--- src/rtl/mem_port_arbiter_if.sv ---
// Bundle of requester, RAM-port and stall signals around the unified memory arbiter.
// slave is the arbiter's view; master is the pipeline/RAM environment driving it.
interface mem_port_arbiter_if;
  logic        if_req;
  logic [31:0] if_addr;
  logic [31:0] if_rdata;
  logic        if_ready;
  logic        mem_req;
  logic        mem_we;
  logic [31:0] mem_addr;
  logic [31:0] mem_wdata;
  logic [31:0] mem_rdata;
  logic        mem_ready;
  logic        ram_en;
  logic        ram_we;
  logic [31:0] ram_addr;
  logic [31:0] ram_wdata;
  logic [31:0] ram_rdata;
  logic        stall_pipe;
  logic        stall_fetch;

  modport slave (
    input  if_req, if_addr, mem_req, mem_we, mem_addr, mem_wdata, ram_rdata,
    output if_rdata, if_ready, mem_rdata, mem_ready, ram_en, ram_we, ram_addr, ram_wdata,
    output stall_pipe, stall_fetch
  );

  modport master (
    output if_req, if_addr, mem_req, mem_we, mem_addr, mem_wdata, ram_rdata,
    input  if_rdata, if_ready, mem_rdata, mem_ready, ram_en, ram_we, ram_addr, ram_wdata,
    input  stall_pipe, stall_fetch
  );
endinterface

--- src/rtl/mem_port_arbiter.sv ---
// Single-port memory sequencer shared by fetch and load/store; MEM wins ties, each access
// holds the RAM for MEM_LATENCY cycles followed by a one-cycle ready pulse.
module mem_port_arbiter #(
  parameter int unsigned MEM_LATENCY = 2
) (
  input logic              clock,
  input logic              reset,
  mem_port_arbiter_if.slave bus
);
  localparam int unsigned     CntW    = $clog2(MEM_LATENCY + 1);
  localparam logic [CntW-1:0] CntInit = CntW'(MEM_LATENCY - 1);

  typedef enum logic [2:0] {
    StIdle,
    StBusyMem,
    StBusyIf,
    StDoneMem,
    StDoneIf
  } state_e;

  state_e          state_q;
  logic [CntW-1:0] cnt_q;
  logic            if_ready_q;
  logic            mem_ready_q;
  logic [31:0]     if_rdata_q;
  logic [31:0]     mem_rdata_q;
  logic            ram_en_q;
  logic            ram_we_q;
  logic [31:0]     ram_addr_q;
  logic [31:0]     ram_wdata_q;

  // The ram_* registers double as the latched request: loaded on grant, cleared on completion.
  always_ff @(posedge clock) begin
    if (reset) begin
      state_q     <= StIdle;
      cnt_q       <= '0;
      if_ready_q  <= 1'b0;
      mem_ready_q <= 1'b0;
      if_rdata_q  <= '0;
      mem_rdata_q <= '0;
      ram_en_q    <= 1'b0;
      ram_we_q    <= 1'b0;
      ram_addr_q  <= '0;
      ram_wdata_q <= '0;
    end else begin
      if_ready_q  <= 1'b0;
      mem_ready_q <= 1'b0;
      unique case (state_q)
        StIdle: begin
          if (bus.mem_req) begin
            state_q     <= StBusyMem;
            cnt_q       <= CntInit;
            ram_en_q    <= 1'b1;
            ram_we_q    <= bus.mem_we;
            ram_addr_q  <= bus.mem_addr;
            ram_wdata_q <= bus.mem_wdata;
          end else if (bus.if_req) begin
            state_q     <= StBusyIf;
            cnt_q       <= CntInit;
            ram_en_q    <= 1'b1;
            ram_we_q    <= 1'b0;
            ram_addr_q  <= bus.if_addr;
            ram_wdata_q <= '0;
          end
        end
        StBusyMem, StBusyIf: begin
          if (cnt_q == '0) begin
            if (state_q == StBusyIf) begin
              if_rdata_q <= bus.ram_rdata;
              if_ready_q <= 1'b1;
              state_q    <= StDoneIf;
            end else begin
              if (!ram_we_q) begin
                mem_rdata_q <= bus.ram_rdata;
              end
              mem_ready_q <= 1'b1;
              state_q     <= StDoneMem;
            end
            ram_en_q    <= 1'b0;
            ram_we_q    <= 1'b0;
            ram_addr_q  <= '0;
            ram_wdata_q <= '0;
          end else begin
            cnt_q <= cnt_q - CntW'(1);
          end
        end
        StDoneMem, StDoneIf: begin
          state_q <= StIdle;
        end
        default: begin
          state_q <= StIdle;
        end
      endcase
    end
  end

  assign bus.if_ready    = if_ready_q;
  assign bus.mem_ready   = mem_ready_q;
  assign bus.if_rdata    = if_rdata_q;
  assign bus.mem_rdata   = mem_rdata_q;
  assign bus.ram_en      = ram_en_q;
  assign bus.ram_we      = ram_we_q;
  assign bus.ram_addr    = ram_addr_q;
  assign bus.ram_wdata   = ram_wdata_q;
  assign bus.stall_pipe  = bus.mem_req & ~mem_ready_q;
  assign bus.stall_fetch = bus.if_req & ~if_ready_q & ~(bus.mem_req & ~mem_ready_q);
endmodule
--- src/flat_wrapper.sv ---
// flat-port wrapper written by rule: the top's interface ports become plain ports
module mem_port_arbiter_flat 
#(
  parameter int unsigned MEM_LATENCY = 2
)
  (clock, reset, bus_if_req, bus_if_addr, bus_mem_req, bus_mem_we, bus_mem_addr, bus_mem_wdata, bus_ram_rdata, bus_if_rdata, bus_if_ready, bus_mem_rdata, bus_mem_ready, bus_ram_en, bus_ram_we, bus_ram_addr, bus_ram_wdata, bus_stall_pipe, bus_stall_fetch);
  mem_port_arbiter_if bus_i ();
  input logic clock;
  input logic reset;
  input wire logic [$bits(bus_i.if_req)-1:0] bus_if_req;
  input wire logic [$bits(bus_i.if_addr)-1:0] bus_if_addr;
  input wire logic [$bits(bus_i.mem_req)-1:0] bus_mem_req;
  input wire logic [$bits(bus_i.mem_we)-1:0] bus_mem_we;
  input wire logic [$bits(bus_i.mem_addr)-1:0] bus_mem_addr;
  input wire logic [$bits(bus_i.mem_wdata)-1:0] bus_mem_wdata;
  input wire logic [$bits(bus_i.ram_rdata)-1:0] bus_ram_rdata;
  output wire logic [$bits(bus_i.if_rdata)-1:0] bus_if_rdata;
  output wire logic [$bits(bus_i.if_ready)-1:0] bus_if_ready;
  output wire logic [$bits(bus_i.mem_rdata)-1:0] bus_mem_rdata;
  output wire logic [$bits(bus_i.mem_ready)-1:0] bus_mem_ready;
  output wire logic [$bits(bus_i.ram_en)-1:0] bus_ram_en;
  output wire logic [$bits(bus_i.ram_we)-1:0] bus_ram_we;
  output wire logic [$bits(bus_i.ram_addr)-1:0] bus_ram_addr;
  output wire logic [$bits(bus_i.ram_wdata)-1:0] bus_ram_wdata;
  output wire logic [$bits(bus_i.stall_pipe)-1:0] bus_stall_pipe;
  output wire logic [$bits(bus_i.stall_fetch)-1:0] bus_stall_fetch;
  assign bus_i.if_req = bus_if_req;
  assign bus_i.if_addr = bus_if_addr;
  assign bus_i.mem_req = bus_mem_req;
  assign bus_i.mem_we = bus_mem_we;
  assign bus_i.mem_addr = bus_mem_addr;
  assign bus_i.mem_wdata = bus_mem_wdata;
  assign bus_i.ram_rdata = bus_ram_rdata;
  assign bus_if_rdata = bus_i.if_rdata;
  assign bus_if_ready = bus_i.if_ready;
  assign bus_mem_rdata = bus_i.mem_rdata;
  assign bus_mem_ready = bus_i.mem_ready;
  assign bus_ram_en = bus_i.ram_en;
  assign bus_ram_we = bus_i.ram_we;
  assign bus_ram_addr = bus_i.ram_addr;
  assign bus_ram_wdata = bus_i.ram_wdata;
  assign bus_stall_pipe = bus_i.stall_pipe;
  assign bus_stall_fetch = bus_i.stall_fetch;
  mem_port_arbiter #(.MEM_LATENCY(MEM_LATENCY)) u_core (.clock(clock), .reset(reset), .bus(bus_i));
endmodule
--- config.mk ---
export PLATFORM = sky130hd
export DESIGN_NAME = mem_port_arbiter_flat
export DESIGN_NICKNAME = d
export VERILOG_FILES = /design/src/rtl/mem_port_arbiter_if.sv /design/src/rtl/mem_port_arbiter.sv /design/src/flat_wrapper.sv
export SDC_FILE = /design/constraint.sdc
export NUM_CORES = 1
export LEC_CHECK = 0
export CAP_MARGIN = 20
export CELL_PAD_IN_SITES_DETAIL_PLACEMENT = 1
export CELL_PAD_IN_SITES_GLOBAL_PLACEMENT = 2
export CORE_ASPECT_RATIO = 0.8
export CORE_UTILIZATION = 25
export CTS_CLUSTER_DIAMETER = 60
export CTS_CLUSTER_SIZE = 8
export DETAILED_ROUTE_END_ITERATION = 16
export GPL_ROUTABILITY_DRIVEN = 0
export PLACE_DENSITY_LB_ADDON = 0.1
export SLEW_MARGIN = 0
export SYNTH_ARGS = -nofsm -noshare
export SYNTH_HDL_FRONTEND = slang
export SYNTH_SLANG_ARGS = --single-unit
export TNS_END_PERCENT = 10
--- constraint.sdc ---
create_clock -name clock -period 2.96 [get_ports clock]
set_input_delay 0.592 -clock clock [delete_from_list [all_inputs] [get_ports clock]]
set_output_delay 0.592 -clock clock [all_outputs]
set_load 0.03 [all_outputs]
Word level (Yosys, flattened, before mapping)
Cells that the tools add are included.
W data, S select, Z words.
{"block": "totals", "mem_bits_ro": 0, "latch_bits": 0, "memories": 0, "register_bits": 137, "ram_bits": 0, "out_inout_bits": 134}
{"block": "classes", "mul": 0, "magnitude_cmp": 0, "div_mod_pow": 0, "add_sub_neg": 1, "eq_ne": 5, "shifts": 0, "muxes": 25, "reduce_logical": 10, "n_bitwise": 10}
{"cell": "$mux W32", "n": 5}
{"cell": "$pmux W32 S2", "n": 2}
{"cell": "$mux W3", "n": 4}
{"cell": "$reduce_and A3 Y1", "n": 3}
{"cell": "$mux W1", "n": 7}
{"cell": "$not A1 Y1", "n": 7}
{"cell": "$mux W2", "n": 3}
{"cell": "$pmux W3 S2", "n": 1}
{"cell": "$pmux W1 S2", "n": 2}
{"cell": "$pmux W2 S2", "n": 1}
{"cell": "$reduce_and A4 Y1", "n": 1}
{"cell": "$and A1 B1 Y1", "n": 3}
{"cell": "$eq A3 B1 Y1 const B", "n": 1}
{"cell": "$eq A3 B2 Y1 const B", "n": 1}
{"cell": "$logic_not A3 Y1", "n": 1}
{"cell": "$ne A3 B3 Y1 const B", "n": 1}
{"cell": "$reduce_or A3 Y1", "n": 1}
{"cell": "$logic_not A2 Y1", "n": 1}
{"cell": "$ne A2 B1 Y1 const B", "n": 1}
{"cell": "$ne A2 B2 Y1 const B", "n": 1}
{"cell": "$reduce_and A2 Y1", "n": 1}
{"cell": "$reduce_bool A2 Y1", "n": 1}
{"cell": "$reduce_or A2 Y1", "n": 1}
{"cell": "$sub A2 B1 Y2 const B", "n": 1}

Depth between registers and ports, before layout
{"block": "depth", "word_depth": 4, "mapped_depth": 8, "depth_no_buf": 5}

Worst setup path after synthesis
No wires, ideal clock.
{"block": "synth_path", "kind": "in2out", "startpoint": "input bus_mem_req", "endpoint": "output bus_stall_fetch", "path_slack_ps": 447, "n_path_buf": 2, "path_stages": 5, "t_required_ps": 2368, "arrival_ps": 1921, "path_cell_list": "buf_2 > buf_2 > inv_1 > nor2_1 > nor3b_1"}
{"block": "synth_via", "elab_chain_len": 3}
{"element": "start: declaration", "line_no": "flat_wrapper.sv:12", "text": "input wire logic [$bits(bus_i.mem_req)-1:0] bus_mem_req;"}
{"element": "$and A1 B1 Y1"}
{"element": "net bus_stall_pipe", "line_no": "flat_wrapper.sv:25", "text": "output wire logic [$bits(bus_i.stall_pipe)-1:0] bus_stall_pipe;"}
{"element": "$not A1 Y1", "line_no": "mem_port_arbiter.sv:106", "text": "assign bus.stall_fetch = bus.if_req & ~if_ready_q & ~(bus.mem_req & ~mem_ready_q);"}
{"element": "$and A1 B1 Y1", "line_no": "mem_port_arbiter.sv:106"}
{"element": "end: declaration", "line_no": "flat_wrapper.sv:26", "text": "output wire logic [$bits(bus_i.stall_fetch)-1:0] bus_stall_fetch;"}
The timed path passes the listed nets, and every way through them passes these cells.

Worst setup path in the final report
{"block": "layout_path", "startpoint": "input bus_if_req", "endpoint": "output bus_stall_fetch"}
{"block": "layout_via", "elab_chain_len": 2}
{"element": "start: declaration", "line_no": "flat_wrapper.sv:10", "text": "input wire logic [$bits(bus_i.if_req)-1:0] bus_if_req;"}
{"element": "$and A1 B1 Y1 (2 in a row)", "line_no": "mem_port_arbiter.sv:106"}
No other way between the ends.

==> results.txt <==
Leakage = 3.29 nW
Layout cells sized above 1 = 0.0967
Worst reg2reg endpoint = u_core.bus.mem_rdata[11]
Post-Route Setup TNS = 0 ps
Post-DP HPWL = 14.7 mm
Register area share after synthesis = 0.456
Rows = 50
Area grow syn2layout = 57.9%
DRC viols = 0
Hold-fix buffers, CTS = 0
Number of global-route vias before repair = 6233
Slew margin rel. = 0.446
Synth area leader = dfxtp_1
Critical path cell sequence = clkdlybuf4s50_1, nor3b_1, clkdlybuf4s50_1
TritonCTS Buffers = 17
Power per cell area = 707 nW/um^2
WS Path Type = in -> out
Flops & latches, synth = 137
Commonest cells in the netlist = dfxtp_1 (137), nand2_1 (131), mux2i_1 (66), a21oi_1 (65), clkbuf_1 (51)
Hold endpoint = u_core.bus.if_rdata[3]
GRT Total Usage = 0.176
Worst setup SP type = primary input
R2r setup slk = 800 ps
Max Slew Vio Count = 0
Design Area, Final = 9500 um^2
Max VDD drop = 0.000508 V
Antenna-violating nets left = 0
Clock Sinks = 137
Top FF cell, synth = dfxtp_1
Area share of the largest cell type after synthesis = 0.456
DRT Wirelength = 21.6 mm
Largest cells by area after synthesis = dfxtp_1 (46%), mux2i_1 (11%), nand2_1 (8.2%)
Worst Hold Class = reg -> reg
Vias = 5803
Reg area = 2740 um^2
NumNets Final = 1031
H-tree Lvls = 4
CP delay by family, top = buffers and inverters
Synth Instances = 673
Combinational power share = 0.348
Worst r2r src = u_core.cnt_q[0]
Total gr overflow = 0
Hold depth = 2
NetSw = 2.38 mW
Skew-Pair Late Insertion Delay = 420 ps
Core area = 23500 um^2
Tmin final = 2720 ps
DRT iter0 DRCs = 277
Avg Vias per Cell = 4.75
Max-Cap Viols = 0
Setup WS post-layout = 243 ps
Initial antenna violation count = 1
Starting Density = 0.256
# fillers = 2675
Max incr delay on CP = 780 ps
First-pass GRT wire length = 34.4 mm
Clock Root Buffer = clkbuf_16
Clock transition at the registers of the reported paths = 60 ps
Reg2reg path depth = 6
Reg power frac = 0.335
Switching Share = 0.354
Slew @ Worst Pin = 831 ps
PortBufs = 266
Ys async rst share = 0
Most frequent cell after synthesis = dfxtp_1
ANT cells = 0
Outcome = completed
Worst Path Required = 2370 ps
Syn Nets = 807
Final worst path period share = 0.918
Per-cell routed wire length = 17.7 um
DIE AREA = 24700 um^2
Crit path arrival time = 2120 ps
Post_cts resized = 0
Synth warn = 0
Footprint of the multi-input gates = 2950 um^2
Die Wd = 175 um
Max clock buf depth = 2
Setup violators final = 0
Placed cell area = 8860 um^2
Buf+Inv Stages, Crit Path = 2
Hold Slack = 458 ps
Number of distinct library cells after synthesis = 34
Pin count of the biggest net entering global routing = 130
Clock power share = 0.317
Post-synth EDFFs = 0
Setup Fix Bufs, Post-CTS = 0
Int Pwr = 4.34 mW
Fmax = 368 MHz
Hold Vio Cnt, Final = 0
Num ports = 267
Worst Min Path Start = u_core.bus.if_rdata[3]
DIE HEIGHT = 141 um
Crit path max fanout = 4
DP Worst Slack = 281 ps
Synth Area per Inst = 8.94 um^2
CTS tree = yes
Critical path endpoint category = output port
Crit path top cell by count = clkdlybuf4s50_1
Worst Skew = 10.4 ps
Mapped cell area = 6020 um^2
Critical-path top delay cell = clkdlybuf4s50_1
Detailed Routing Iterations Pass 1 = 4
RSZ-0062 raised after global routing = false
-- sequential cells by signal, indices dropped and copies added (netlist names) --
register,cells
u_core.bus.ram_en,1
u_core.state_q,3
u_core.bus.mem_rdata,32
u_core.bus.if_rdata,32
u_core.bus.mem_ready,1
u_core.cnt_q,2
u_core.bus.ram_wdata,32
u_core.bus.ram_we,1
u_core.bus.if_ready,1
u_core.bus.ram_addr,32
-- final cells by class --
type,count,area share
Sequential cell,137,0.289
Multi-Input combinational cell,456,0.311
Clock buffer,18,0.0462
Inverter,5,0.00211
Timing Repair Buffer,280,0.296
Tap cell,312,0.0411
Clock inverter,14,0.0155
-- cells in the final DEF (no fill, tap or decap), drive strengths merged, types with 2 or more instances in the layout --
cell	netlist	layout
clkdlybuf4s50	0	264
o21ai	35	35
mux2i	66	66
buf	24	16
inv	5	6
mux2	32	32
a211oi	3	3
nand2b	2	2
nor2	6	6
nor4	3	3
clkinv	0	9
o211ai	35	35
nor3b	2	2
nand2	131	131
a21oi	65	65
nand3	32	32
bufinv	0	2
clkbuf	51	18
o2111ai	30	30
dfxtp	137	137
clkinvlp	0	2
-- worst register-to-register path, delay by kind of cell (launching register included) --
kind	cells	cell delay, ps
fa+ha+maj	1	410
buf+inv	2	490
compound gates	2	300
flops	1	300
simple gates	1	520
-- how the worst max path moves through the flow --
stage / start / endpoint / slack, ps / cells after the start
after floorplan: bus_mem_req / bus_stall_fetch / 450 / 5
after global placement: bus_if_req / bus_stall_fetch / 270 / 3
after detailed placement: bus_if_req / bus_stall_fetch / 280 / 3
after CTS: bus_if_req / bus_stall_fetch / 270 / 3
after global routing: bus_if_req / bus_stall_fetch / 200 / 3
final: bus_if_req / bus_stall_fetch / 240 / 3
-- power groups by stage --
stage	registers [mW]	logic (mW)	clock network, mW
6_report	2.25	2.34	2.13
2_1_floorplan	2.71	0.989	0
3_5_place_dp	2.29	2.34	0
5_1_grt	2.29	2.50	2.29
3_3_place_gp	2.27	2.31	0
4_1_cts	2.26	2.35	2.20
-- metrics by stage --
stage	total power [mW]	utilization	cells
detailed placement	4.64	0.377	1188
global placement	4.59	0.377	1188
floorplan	3.70	-	673
global route	7.07	0.404	1222
CTS	6.80	0.402	1220
finish	6.72	0.404	1222
-- metal layers --
layer  part of all wire  vias up  global-route usage  wire length [um]
met3              0.082       23              0.0620              1780
li1                   -     2841                   -                 -
met5            0.00037        -                   0                 8
met2               0.45      177               0.283              9760
met4              0.012        2              0.0499               255
met1               0.45     2760               0.222              9790
-- kinds of logic (layout without fill, tap and decap cells) --
logic type	Yosys count	in the layout	share of synthesized area
AOI/OAI and AO/OA	172	172	0.180
xor gates and xnor gates	1	1	0.00146
adders and majority gates	1	1	0.00208
buffers and inverters	80	317	0.0605
DFF	137	137	0.456
muxes	98	98	0.170
and+or+nand+nor	184	184	0.130
Power figures use the tool's default switching activity.
